--- src/rtl/lane_tx_scheduler_pkg.sv ---
// Shared PHY lane definitions: comma byte, lane state encoding and default training length.
// Also used by the serial-to-parallel and parallel-to-serial blocks.
package lane_tx_scheduler_pkg;

  localparam logic [7:0] COMMA = 8'hBC;
  localparam int TRAIN_BC_DEFAULT = 4;

  typedef enum logic [1:0] {
    TRAIN       = 2'd0,
    WAIT_ACTIVE = 2'd1,
    RUN         = 2'd2
  } lane_state_t;

endpackage

--- src/rtl/rr_arbiter2.sv ---
// Two-way round-robin arbiter. The grant is combinational from the valids and the last-served
// pointer, and each grant is already a completed handshake.
module rr_arbiter2 (
  input  logic clk_4f,
  input  logic reset,
  input  logic enable,
  input  logic valid_0,
  input  logic valid_1,
  output logic grant_0,
  output logic grant_1
);

  logic last;

  always_comb begin
    grant_0 = enable && valid_0 && (!valid_1 || last);
    grant_1 = enable && valid_1 && (!valid_0 || !last);
  end

  // last resets to 1 so that requester 0 wins the first contention
  always_ff @(posedge clk_4f) begin
    if (reset) begin
      last <= 1'b1;
    end else if (grant_0) begin
      last <= 1'b0;
    end else if (grant_1) begin
      last <= 1'b1;
    end
  end

endmodule

--- src/rtl/lane_tx_scheduler.sv ---
// Transmit-side lane controller. It trains the link with commas, waits for the far end to
// become active, then arbitrates two byte requesters and inserts idle and skip commas.
module lane_tx_scheduler
  import lane_tx_scheduler_pkg::*;
#(
  parameter int TRAIN_BC    = TRAIN_BC_DEFAULT,
  parameter int TIMEOUT     = 64,
  parameter int SKIP_PERIOD = 32
) (
  input  logic       clk_4f,
  input  logic       reset,
  input  logic       link_active,
  input  logic       req_valid_0,
  input  logic       req_valid_1,
  input  logic [7:0] req_data_0,
  input  logic [7:0] req_data_1,
  output logic       req_ready_0,
  output logic       req_ready_1,
  output logic [7:0] tx_data,
  output logic       tx_valid,
  output logic       link_up,
  output logic       err_reserved
);

  localparam int TRW = $clog2(TRAIN_BC);
  localparam int TOW = $clog2(TIMEOUT);
  localparam int SKW = $clog2(SKIP_PERIOD);

  localparam logic [TRW-1:0] TRAIN_LAST   = TRW'(TRAIN_BC - 1);
  localparam logic [TOW-1:0] TIMEOUT_LAST = TOW'(TIMEOUT - 1);
  localparam logic [SKW-1:0] SKIP_LAST    = SKW'(SKIP_PERIOD - 1);

  lane_state_t    state;
  logic [TRW-1:0] train_cnt;
  logic [TOW-1:0] timeout_cnt;
  logic [SKW-1:0] skip_cnt;

  logic       grant_en;
  logic       grant_0;
  logic       grant_1;
  logic       any_hs;
  logic [7:0] sel_data;

  // Grants are withheld in the skip slot, on loss of activity and while reset is high.
  assign grant_en = (state == RUN) && link_active && (skip_cnt != SKIP_LAST) && !reset;

  rr_arbiter2 u_arb (
    .clk_4f  (clk_4f),
    .reset   (reset),
    .enable  (grant_en),
    .valid_0 (req_valid_0),
    .valid_1 (req_valid_1),
    .grant_0 (grant_0),
    .grant_1 (grant_1)
  );

  assign req_ready_0 = grant_0;
  assign req_ready_1 = grant_1;
  assign any_hs      = grant_0 || grant_1;
  assign sel_data    = grant_0 ? req_data_0 : req_data_1;

  always_ff @(posedge clk_4f) begin
    if (reset) begin
      state        <= TRAIN;
      train_cnt    <= '0;
      timeout_cnt  <= '0;
      skip_cnt     <= '0;
      tx_data      <= 8'h00;
      tx_valid     <= 1'b0;
      link_up      <= 1'b0;
      err_reserved <= 1'b0;
    end else begin
      tx_data      <= COMMA;
      tx_valid     <= 1'b0;
      link_up      <= 1'b0;
      err_reserved <= 1'b0;
      case (state)
        TRAIN: begin
          if (train_cnt == TRAIN_LAST) begin
            train_cnt   <= '0;
            timeout_cnt <= '0;
            state       <= WAIT_ACTIVE;
          end else begin
            train_cnt <= train_cnt + 1'b1;
          end
        end
        WAIT_ACTIVE: begin
          if (link_active) begin
            skip_cnt    <= '0;
            timeout_cnt <= '0;
            state       <= RUN;
          end else if (timeout_cnt == TIMEOUT_LAST) begin
            timeout_cnt <= '0;
            train_cnt   <= '0;
            state       <= TRAIN;
          end else begin
            timeout_cnt <= timeout_cnt + 1'b1;
          end
        end
        RUN: begin
          if (!link_active) begin
            train_cnt <= '0;
            skip_cnt  <= '0;
            state     <= TRAIN;
          end else begin
            link_up  <= 1'b1;
            skip_cnt <= (skip_cnt == SKIP_LAST) ? '0 : skip_cnt + 1'b1;
            // A reserved byte is consumed but replaced by an idle comma.
            if (any_hs) begin
              if (sel_data == COMMA) begin
                err_reserved <= 1'b1;
              end else begin
                tx_data  <= sel_data;
                tx_valid <= 1'b1;
              end
            end
          end
        end
        default: state <= TRAIN;
      endcase
    end
  end

endmodule

--- config.mk ---
export PLATFORM = sky130hd
export DESIGN_NAME = lane_tx_scheduler
export DESIGN_NICKNAME = d
export VERILOG_FILES = /design/src/rtl/lane_tx_scheduler_pkg.sv /design/src/rtl/rr_arbiter2.sv /design/src/rtl/lane_tx_scheduler.sv
export SDC_FILE = /design/constraint.sdc
export NUM_CORES = 1
export LEC_CHECK = 0
export ABC_AREA = 1
export ABC_CLOCK_PERIOD_IN_PS = 2050
export CORE_AREA = 4 4 61 63
export CTS_CLUSTER_SIZE = 20
export DETAILED_ROUTE_END_ITERATION = 10
export DIE_AREA = 0 0 65 67
export PLACE_DENSITY_LB_ADDON = 0.05
export SKIP_CTS_REPAIR_TIMING = 1
export SKIP_LAST_GASP = 1
export SYNTH_ARGS = -nofsm -noshare
export SYNTH_HDL_FRONTEND = slang
export SYNTH_SLANG_ARGS = --single-unit
--- constraint.sdc ---
create_clock -name clk_4f -period 2.05 [get_ports clk_4f]
set_clock_uncertainty 0.2 [all_clocks]
set_input_delay 0.3075 -clock clk_4f [delete_from_list [all_inputs] [get_ports clk_4f]]
set_output_delay 0.3075 -clock clk_4f [all_outputs]
set_load 0.02 [all_outputs]
==> results.cfg, run 1 <==
[clock_network]
cts_tree = done
clkTransAtPathRegs_ps = 160
cts_buffers = 3
cts_max_level = 1
clock_path_buffers = 2
clock-sinks = 27
clk_latency_ps = 320
root_buffer = clkbuf_4

[die]
start_util_pct = 40.6
die_y_um = 67
die_area_um2 = 4360
ioPinCount = 34
core_area_um2 = 3230
dieWidth_um = 65
std_cell_rows = 21

[critical_path]
crit_path_end_kind = output port
startpoint_type = flip-flop
critPathArrivalTime_ps = 1770
worstSetupPathType = reg -> out
rrSetupSlack_ps = -70
timing.rr.end = tx_data[0]$_SDFF_PP0_
worstPathRequired_ps = 1540
reg2reg_depth = 15
r2r-start = skip_cnt[1]$_SDFFE_PP0P_
worstPathMaxFanout = 3

[final_layout]
final_cell_mix = buf_4, nand2_1, clkdlybuf4s50_1, dfxtp_1, inv_1
drive_gt1_share_pct = 27.8
layout_commonest_cell = buf_4
fillers = 315
areaGrowthSynthToFinish_pct = 56.0
antennaDiodeCount = 0
fin_nets = 275
ff_latch_area_um2 = 543
multiInputGateArea_um2 = 734

[global_route]
busiest_layer = met2
grt_max_degree = 17
grt_use_total_pct = 15.8
grt_overflow = 0
antenna_found_initial = 0
grt_pass1_wl_um = 5570
use_met2_pct = 29.6
grtUsageMet1_pct = 17.9
grt_pass1_vias = 1352
use_met3_pct = 3.37

[sta]
hold_viol_final = 0
setup_violations = 7
fmax_ghz = 0.439
rsz0062_at_grt = yes
drv_slew = 0
holdWs_ps = 306
fin_ws_ps = -229
max_slew.worst_pin.slew_ps = 355
slew_headroom_pct = 76.3
period_needed_ps = 2280
min_period_over_period_pct = 111

[pwr]
p_int_mw = 0.995
p_switching_mw = 0.597
p_sw_share_pct = 37.5
peakVddDrop_mv = 0.322
seqPwrFrac_pct = 39.0
power_density_nw_per_um2 = 777
p_leak_nw = 0.910
p_comb_share_pct = 46.2
clkPwrFrac_pct = 14.8

[drt]
remaining_drc_errors = 0
postRouteAntennaNets = 0
via_per_inst = 4.69
vias = 1366
drt_wl_total_um = 3300
drt-wirelength-per-cell_um = 11.3
first_pass_iters = 4
dr.first_iter.drc_count = 62

[status]
status = complete, but fails checks
violations = negative setup slack

[place]
post-place-ws_ps = -352
dp_hpwl_um = 2520
place_congestion = 0.813
port-buffer-count = 33

[synthesis]
synth.distinct_cells = 22
netlist_area_um2 = 1310
avgSynthCellArea_um2 = 7.46
ys_seq_area_share_pct = 41.2
synth_cells = 176
ys_seq_elements = 27
synth_nets = 205
ys.warnings.count = 0

[flow_run]
drv_cap = 0

[worst_hold_path]
hp-class = reg -> reg
min_from = train_cnt[0]$_SDFFE_PP0P_
hold_depth = 2
holdPathEnd = train_cnt[0]$_SDFFE_PP0P_
-- through the flow --
stage | instances | utilization (%) | setup TNS [ps] | power, mW | instance area [µm²]
finish | 291 | 63.3 | -540 | 1.59 | 2050
global route | 291 | 63.3 | -1800 | 1.72 | 2050
CTS | 290 | 61.0 | -1960 | 1.58 | 1970
detailed placement | 286 | 60.1 | -1680 | 1.33 | 1940
global placement | 286 | 60.1 | -1480 | 1.31 | 1940
floorplan | 176 | - | 0 | 1.04 | 1320
-- registers in the layout, summed over array words and instances, names as in the netlist --
register      flops
err_reserved      1
link_up           1
skip_cnt          5
state             2
timeout_cnt       6
train_cnt         2
tx_data           8
tx_valid          1
u_arb.last        1
-- how the worst max path moves through the flow --
stage,start,to,slack [ps],cells after the start
finish,skip_cnt[1]$_SDFFE_PP0P_,req_ready_1,-230,10
global route,skip_cnt[1]$_SDFFE_PP0P_,req_ready_1,-330,10
CTS,skip_cnt[0]$_SDFFE_PP0P_,req_ready_1,-680,10
detailed placement,link_active,req_ready_1,-350,6
global placement,link_active,req_ready_1,-320,6
floorplan,skip_cnt[0]$_SDFFE_PP0P_,req_ready_1,80,9
-- layer usage --
| layer | up-vias | wire, µm |
|---|---|---|
| li1 | 711 | - |
| met1 | 623 | 1430 |
| met2 | 30 | 1710 |
| met3 | 2 | 143 |
| met4 | 0 | 16 |
| met5 | - | 0 |
-- final cells by class --
cell class / instances / area share, %
multi-input combinational: 122 / 35.9
clock buffer: 3 / 1.10
timing repair buffer: 66 / 28.5
inverter: 26 / 4.77
sequential: 27 / 26.5
clock inverter: 1 / 0.367
tap: 46 / 2.81
-- cells by family after synthesis --
kind of cell	share of synthesized area [%]
simple gates	28.7
compound gates	14.8
buf+inv	7.72
fa+ha+maj	7.63
flops	41.2
-- power by group through the flow --
stage / clock network (mW) / registers, mW / logic [mW]
after detailed placement: 0 / 0.628 / 0.703
after global placement: 0 / 0.625 / 0.686
after CTS: 0.251 / 0.617 / 0.707
after floorplan: 0 / 0.650 / 0.388
after global routing: 0.261 / 0.627 / 0.831
final: 0.236 / 0.621 / 0.735
-- worst max-delay path, stage by stage, from the launching register on --
cell and delay (ps):
dfxtp_2 370, ha_4 160, nand2_2 60, nor2_2 40
ha_2 160, inv_2 50, nand2_2 50, nor2_4 180
inv_2 60, nor3_2 160, buf_4 160
-- synthesized netlist by cell type --
cell type / number / area share [%]
nand2_1: 34 / 9.7
dfxtp_1: 27 / 41
inv_1: 23 / 6.6
nor2_1: 22 / 6.3
a21oi_1: 12 / 4.6
nand3_1: 9 / 3.4
ha_1: 8 / 7.6
nor3_1: 7 / 2.7
o21ai_0: 7 / 2.7
a31oi_1: 5 / 2.4
nand3b_1: 4 / 2.3
inv_2: 3 / 0.86
nand2_2: 3 / 1.4
a211oi_1: 2 / 1.1
a32o_1: 2 / 1.5
nor3b_1: 2 / 1.1
a21boi_4: 1 / 1.4
buf_1: 1 / 0.29
nand2_4: 1 / 0.86
nor2_4: 1 / 0.86
o21a_1: 1 / 0.57
o22ai_1: 1 / 0.48
No activity file was read; power rests on OpenSTA's default activity.
==> run 2: changes to the inputs <==
==> constraint.sdc (replaced) <==
create_clock -name clk_4f -period 2.05 [get_ports clk_4f]
set_clock_uncertainty 0.2 [all_clocks]
set_input_delay 0.41 -clock clk_4f [delete_from_list [all_inputs] [get_ports clk_4f]]
set_output_delay 0.41 -clock clk_4f [all_outputs]
set_load 0.02 [all_outputs]
==> run 2 against run 1 <==
The run still ends with negative setup slack left. Maximum frequency decreased by 0.73%. Register-to-register slack about the same. Sequential power about the same. Setup slack got worse by 17 ps. Critical endpoint unchanged.
==> results.cfg, run 2 (synthesis results as in run 1) <==
[pwr]
p_leak_nw = 0.908
peakVddDrop_mv = 0.392
p_comb_share_pct = 46.4
power_density_nw_per_um2 = 776
p_switching_mw = 0.592
p_int_mw = 0.988
power_mw = 1.58
p_sw_share_pct = 37.5
seqPwrFrac_pct = 39.1
clkPwrFrac_pct = 14.4

[sta]
setup_tns_ps = -763
rsz0062_at_grt = yes
setup_violations = 6
min_period_over_period_pct = 112
drv_slew = 0
period_needed_ps = 2300
slew_headroom_pct = 74.8
fmax_ghz = 0.436
fin_ws_ps = -246
max_slew.worst_pin.slew_ps = 378
hold_viol_final = 0

[clock_network]
clkTransAtPathRegs_ps = 140
clock_path_buffers = 2
root_buffer = clkbuf_4
clk_latency_ps = 320
cts_max_level = 1
clock-sinks = 27
cts_buffers = 3
cts_tree = done

[critical_path]
critPathArrivalTime_ps = 1690
worstPathMaxFanout = 2
worstSetupPathType = reg -> out
slowest_delay_ps = 360
slowest_stage = dfxtp_2
crit_chain = ha_4 > nand2_2 > nor2_2 > ha_2 > inv_2 > nand2_2 > nor2_4 > inv_2 > nor3_4 > buf_6
startpoint_type = flip-flop
worstPathRequired_ps = 1440
crit_path_end_kind = output port

[final_layout]
fin_nets = 272
areaGrowthSynthToFinish_pct = 55.1
largest_reg_flops = 8
fillers = 311
final_cell_mix = nand2_1, clkdlybuf4s50_1, buf_4, dfxtp_1, inv_1
reg_top3 = tx_data: 8 flops, timeout_cnt: 6 flops, skip_cnt: 5 flops
antennaDiodeCount = 0
ff_latch_area_um2 = 543
top_register = tx_data
layout_commonest_cell = nand2_1
drive_gt1_share_pct = 25.6
fin_cells = 288
multiInputGateArea_um2 = 743

[die]
start_util_pct = 40.6
die_y_um = 67
die_area_um2 = 4360
std_cell_rows = 21
core_area_um2 = 3230
dieWidth_um = 65
ioPinCount = 34

[global_route]
grt_pass1_wl_um = 5510
antenna_found_initial = 0
grt_overflow = 0
grt_max_degree = 15
grt_pass1_vias = 1340
grt_use_total_pct = 16.2

[worst_hold_path]
hp-class = reg -> reg

[drt]
drt_wl_total_um = 3210
vias = 1332
via_per_inst = 4.63
postRouteAntennaNets = 0
first_pass_iters = 4
dr.first_iter.drc_count = 35
remaining_drc_errors = 0
drt-wirelength-per-cell_um = 11.1

[place]
port-buffer-count = 33
place_congestion = 0.822
dp.cells = 283
dp_hpwl_um = 2540

[status]
status = complete, but fails checks
violations = negative setup slack

[flow_run]
drv_cap = 0
run 2: stage by stage:
stage	setup slack (ps)	cell area, µm²	util, %	hold WS, ps
after floorplan	39.8	1320	-	248
after global placement	-514	1930	59.6	254
after detailed placement	-524	1930	59.6	266
after CTS	-799	1950	60.4	298
after global routing	-372	2040	63.0	310
final	-246	2040	63.0	297
run 2: cell type report:
type	instances	share of cell area [%]
Multi-Input combinational cell	122	36.5
Timing Repair Buffer	63	27.8
Sequential cell	27	26.7
Inverter	26	4.92
Tap cell	46	2.83
Clock buffer	4	1.29
run 2: final timing paths:
check	start	slack [ps]	cells after the start	endpoint
min reg2reg	skip_cnt[4]$_SDFFE_PP0P_	300	1	skip_cnt[4]$_SDFFE_PP0P_
max	skip_cnt[1]$_SDFFE_PP0P_	-250	10	req_ready_1
min	skip_cnt[4]$_SDFFE_PP0P_	300	1	skip_cnt[4]$_SDFFE_PP0P_
max reg2reg	skip_cnt[1]$_SDFFE_PP0P_	-70	17	tx_data[1]$_SDFF_PP0_
run 2: critical path: cells and delay by family (launching register included):
| family | cells | cell delay [ps] |
|---|---|---|
| and+or+nand+nor | 5 | 440 |
| DFF | 1 | 360 |
| adders and majority gates | 2 | 340 |
| buffers and inverters | 3 | 250 |
run 2: per-layer routing:
metal,vias up,global-route usage (%),part of all wire [%]
met5,-,0,0
met4,0,6.33,0.72
met3,2,2.87,2.9
met2,20,28.7,51
met1,601,19.2,45
li1,709,-,-
run 2: power by group through the flow:
| stage | Clock, mW | Sequential, mW | Combinational (mW) |
|---|---|---|---|
| final | 0.228 | 0.618 | 0.734 |
| after detailed placement | 0 | 0.628 | 0.688 |
| after global routing | 0.263 | 0.626 | 0.844 |
| after floorplan | 0 | 0.650 | 0.390 |
| after global placement | 0 | 0.625 | 0.667 |
| after CTS | 0.239 | 0.616 | 0.693 |
==> patch (config.mk and constraints of run 2) <==
Change the parameter `TIMEOUT` from 64 to 256.
--- a/src/rtl/lane_tx_scheduler.sv
+++ b/src/rtl/lane_tx_scheduler.sv
@@ -5,5 +5,5 @@
 #(
   parameter int TRAIN_BC    = TRAIN_BC_DEFAULT,
-  parameter int TIMEOUT     = 64,
+  parameter int TIMEOUT     = 256,
   parameter int SKIP_PERIOD = 32
 ) (
Behaviour: no difference found for any inputs over 10 cycles, from zero or initial values and one cycle with reset high; that may be too few to reach the edited logic, so the function may still have changed.
==> patch against run 2 <==
The flow still finishes with violations (setup timing); wire length increased by 19%; total power is essentially flat; sequential cell count increased by 2; area after synthesis grew 9.3%; worst setup slack better by 0.11 ns; die area is the same; final area grew 12%; global-route usage increased by 2.5 points.
==> patch: results (changes against run 2) <==
Switching power -> 0.569 mW (-4.0%)
Port Buffer Count -> 33 (unchanged)
Final setup fails -> 7 (+1)
R2r setup slk -> -0.11 ns (-0.04 ns)
Failing checks -> setup timing
Clock group share of total power -> 21.4% (+7.0 points)
Layout cells sized above 1 -> 30.4% (+4.8 points)
DRT iter0 DRCs -> 48 (+37%)
RD Place Congestion -> 0.826 (+0.57%)
Fin cells -> 322 (+12%)
HPWL Detailed -> 2.90 mm (+14%)
Min-delay src -> timeout_cnt[1]
CTS root buf -> clkbuf_4
Netlist cell types -> 27 (+23%)
Seq/Total Area, Yosys -> 40.5% (-0.73 points)
Worst-Skew Late Latency -> 0.34 ns (+0.02 ns)
Vias per std cell -> 4.67 (+1.1%)
CP endpoint -> req_ready_0
Ys async rst share -> 0% (unchanged)
Top Family by Delay on Critical Path -> flip-flops
Vias in the first global route -> 1543 (+15%)
Post-Route WL -> 3.82 mm (+19%)
Crit-path max cell delay -> 0.35 ns
Dominant cells by area after synthesis -> dfxtp_1 40%, nand2_1 12%, nor2_1 7.1%
CTS buffer count -> 5 (+2)
Hold worst-path end -> timeout_cnt[1]
Fill count -> 261 (-16%)
Hold Crit Depth -> 2 (+1)
Final worst slack -> -0.136 ns (+0.110 ns)
First-pass GRT wire length -> 6.20 mm (+13%)
Status -> finished, violations left
Hold WC Path Type -> reg2reg
Gr usage total -> 18.6% (+2.5 points)
Clock H-tree levels -> 2 (+1)
Post-Synthesis Cells -> 196 (+11%)
Pleak -> 1.02 nW (+13%)
Design Power -> 1.58 mW (about the same)
Maximum vdd drop -> 594 uV (+51%)
Critical path's slowest cell -> dfxtp_2
Worst slew pin tran -> 0.349 ns (-0.0290 ns)
Worst r2r src -> skip_cnt[1]
Largest registers -> timeout_cnt: 8 flops, tx_data: 8 flops, skip_cnt: 5 flops
Crit path DAT -> 1.58 ns (-0.11 ns)
Comb pwr -> 0.581 mW (-21%)
Mapped Nets -> 225 (+9.8%)
Worst reg2reg path endpoint -> tx_valid
Post-route setup TNS -> -0.691 ns (+0.0721 ns)
DP Cell Count -> 310 (+9.5%)
Reg2Reg Depth -> 14 (-3)
Clock Pin Slew Worst Setup and Hold Paths -> 0.10 ns (-0.04 ns)
Most frequent cells after synthesis -> 45 x nand2_1, 29 x dfxtp_1, 27 x nor2_1
# nets final -> 304 (+12%)
Worst Path Max Fanout -> 2 (unchanged)
patch: cell types whose count changed after synthesis, sizes merged, moves of 2 or more:
| cell | run 2 | this run |
|---|---|---|
| a21oi | 12 | 14 |
| dfxtp | 27 | 29 |
| nand2 | 38 | 50 |
| nand3 | 9 | 6 |
| nor2 | 23 | 30 |
| nor3 | 7 | 9 |
| o21ai | 7 | 4 |
| xor2 | 0 | 2 |
patch: area by class of cell:
cell class	count	area share (%)
clock buffers	5	1.64
clock inverters	3	0.765
inverters	27	4.43
multi-input cells	138	36.5
flip-flops and latches	29	25.5
well taps	46	2.51
repair buffers	74	28.7
patch: worst register-to-register path, stage by stage, from the launching register on:
cell and delay, ns:
dfxtp_2 0.35, ha_4 0.17, nand2_4 0.06, nor2_4 0.04
ha_4 0.16, buf_4 0.13, nor3_4 0.22, buf_6 0.16
nand3b_1 0.09, nand2_2 0.09, nand2_2 0.06, nor2_2 0.10
nand2_2 0.09, nand2_4 0.09, inv_1 0.05
patch: stage by stage:
step | cell area, um^2 | util [%] | setup WS, ns | hold WS [ns]
final | 2290 | 70.8 | -0.136 | 0.302
after global routing | 2290 | 70.8 | -0.202 | 0.340
after CTS | 2140 | 66.2 | -0.732 | 0.306
after detailed placement | 2090 | 64.5 | -0.547 | 0.292
after global placement | 2090 | 64.5 | -0.520 | 0.268
after floorplan | 1440 | - | 0.0338 | 0.257
patch: cell families (layout without fill, tap and decap cells):
kind of cell               after synthesis  in the layout  synth area share, %
AOI/OAI and AO/OA                       29             29                 11.8
buffers and inverters                   29            109                 8.11
xor gates and xnor gates                 2              2                 1.22
adders and majority gates                8              8                 6.97
and+or+nand+nor                         99             99                 31.5
DFF                                     29             29                 40.5
patch: routing by layer:
metal	GRT usage, %	wire length, um
met4	7.12	53
met2	33.5	1940
met5	0	0
met1	20.3	1650
met3	5.90	169
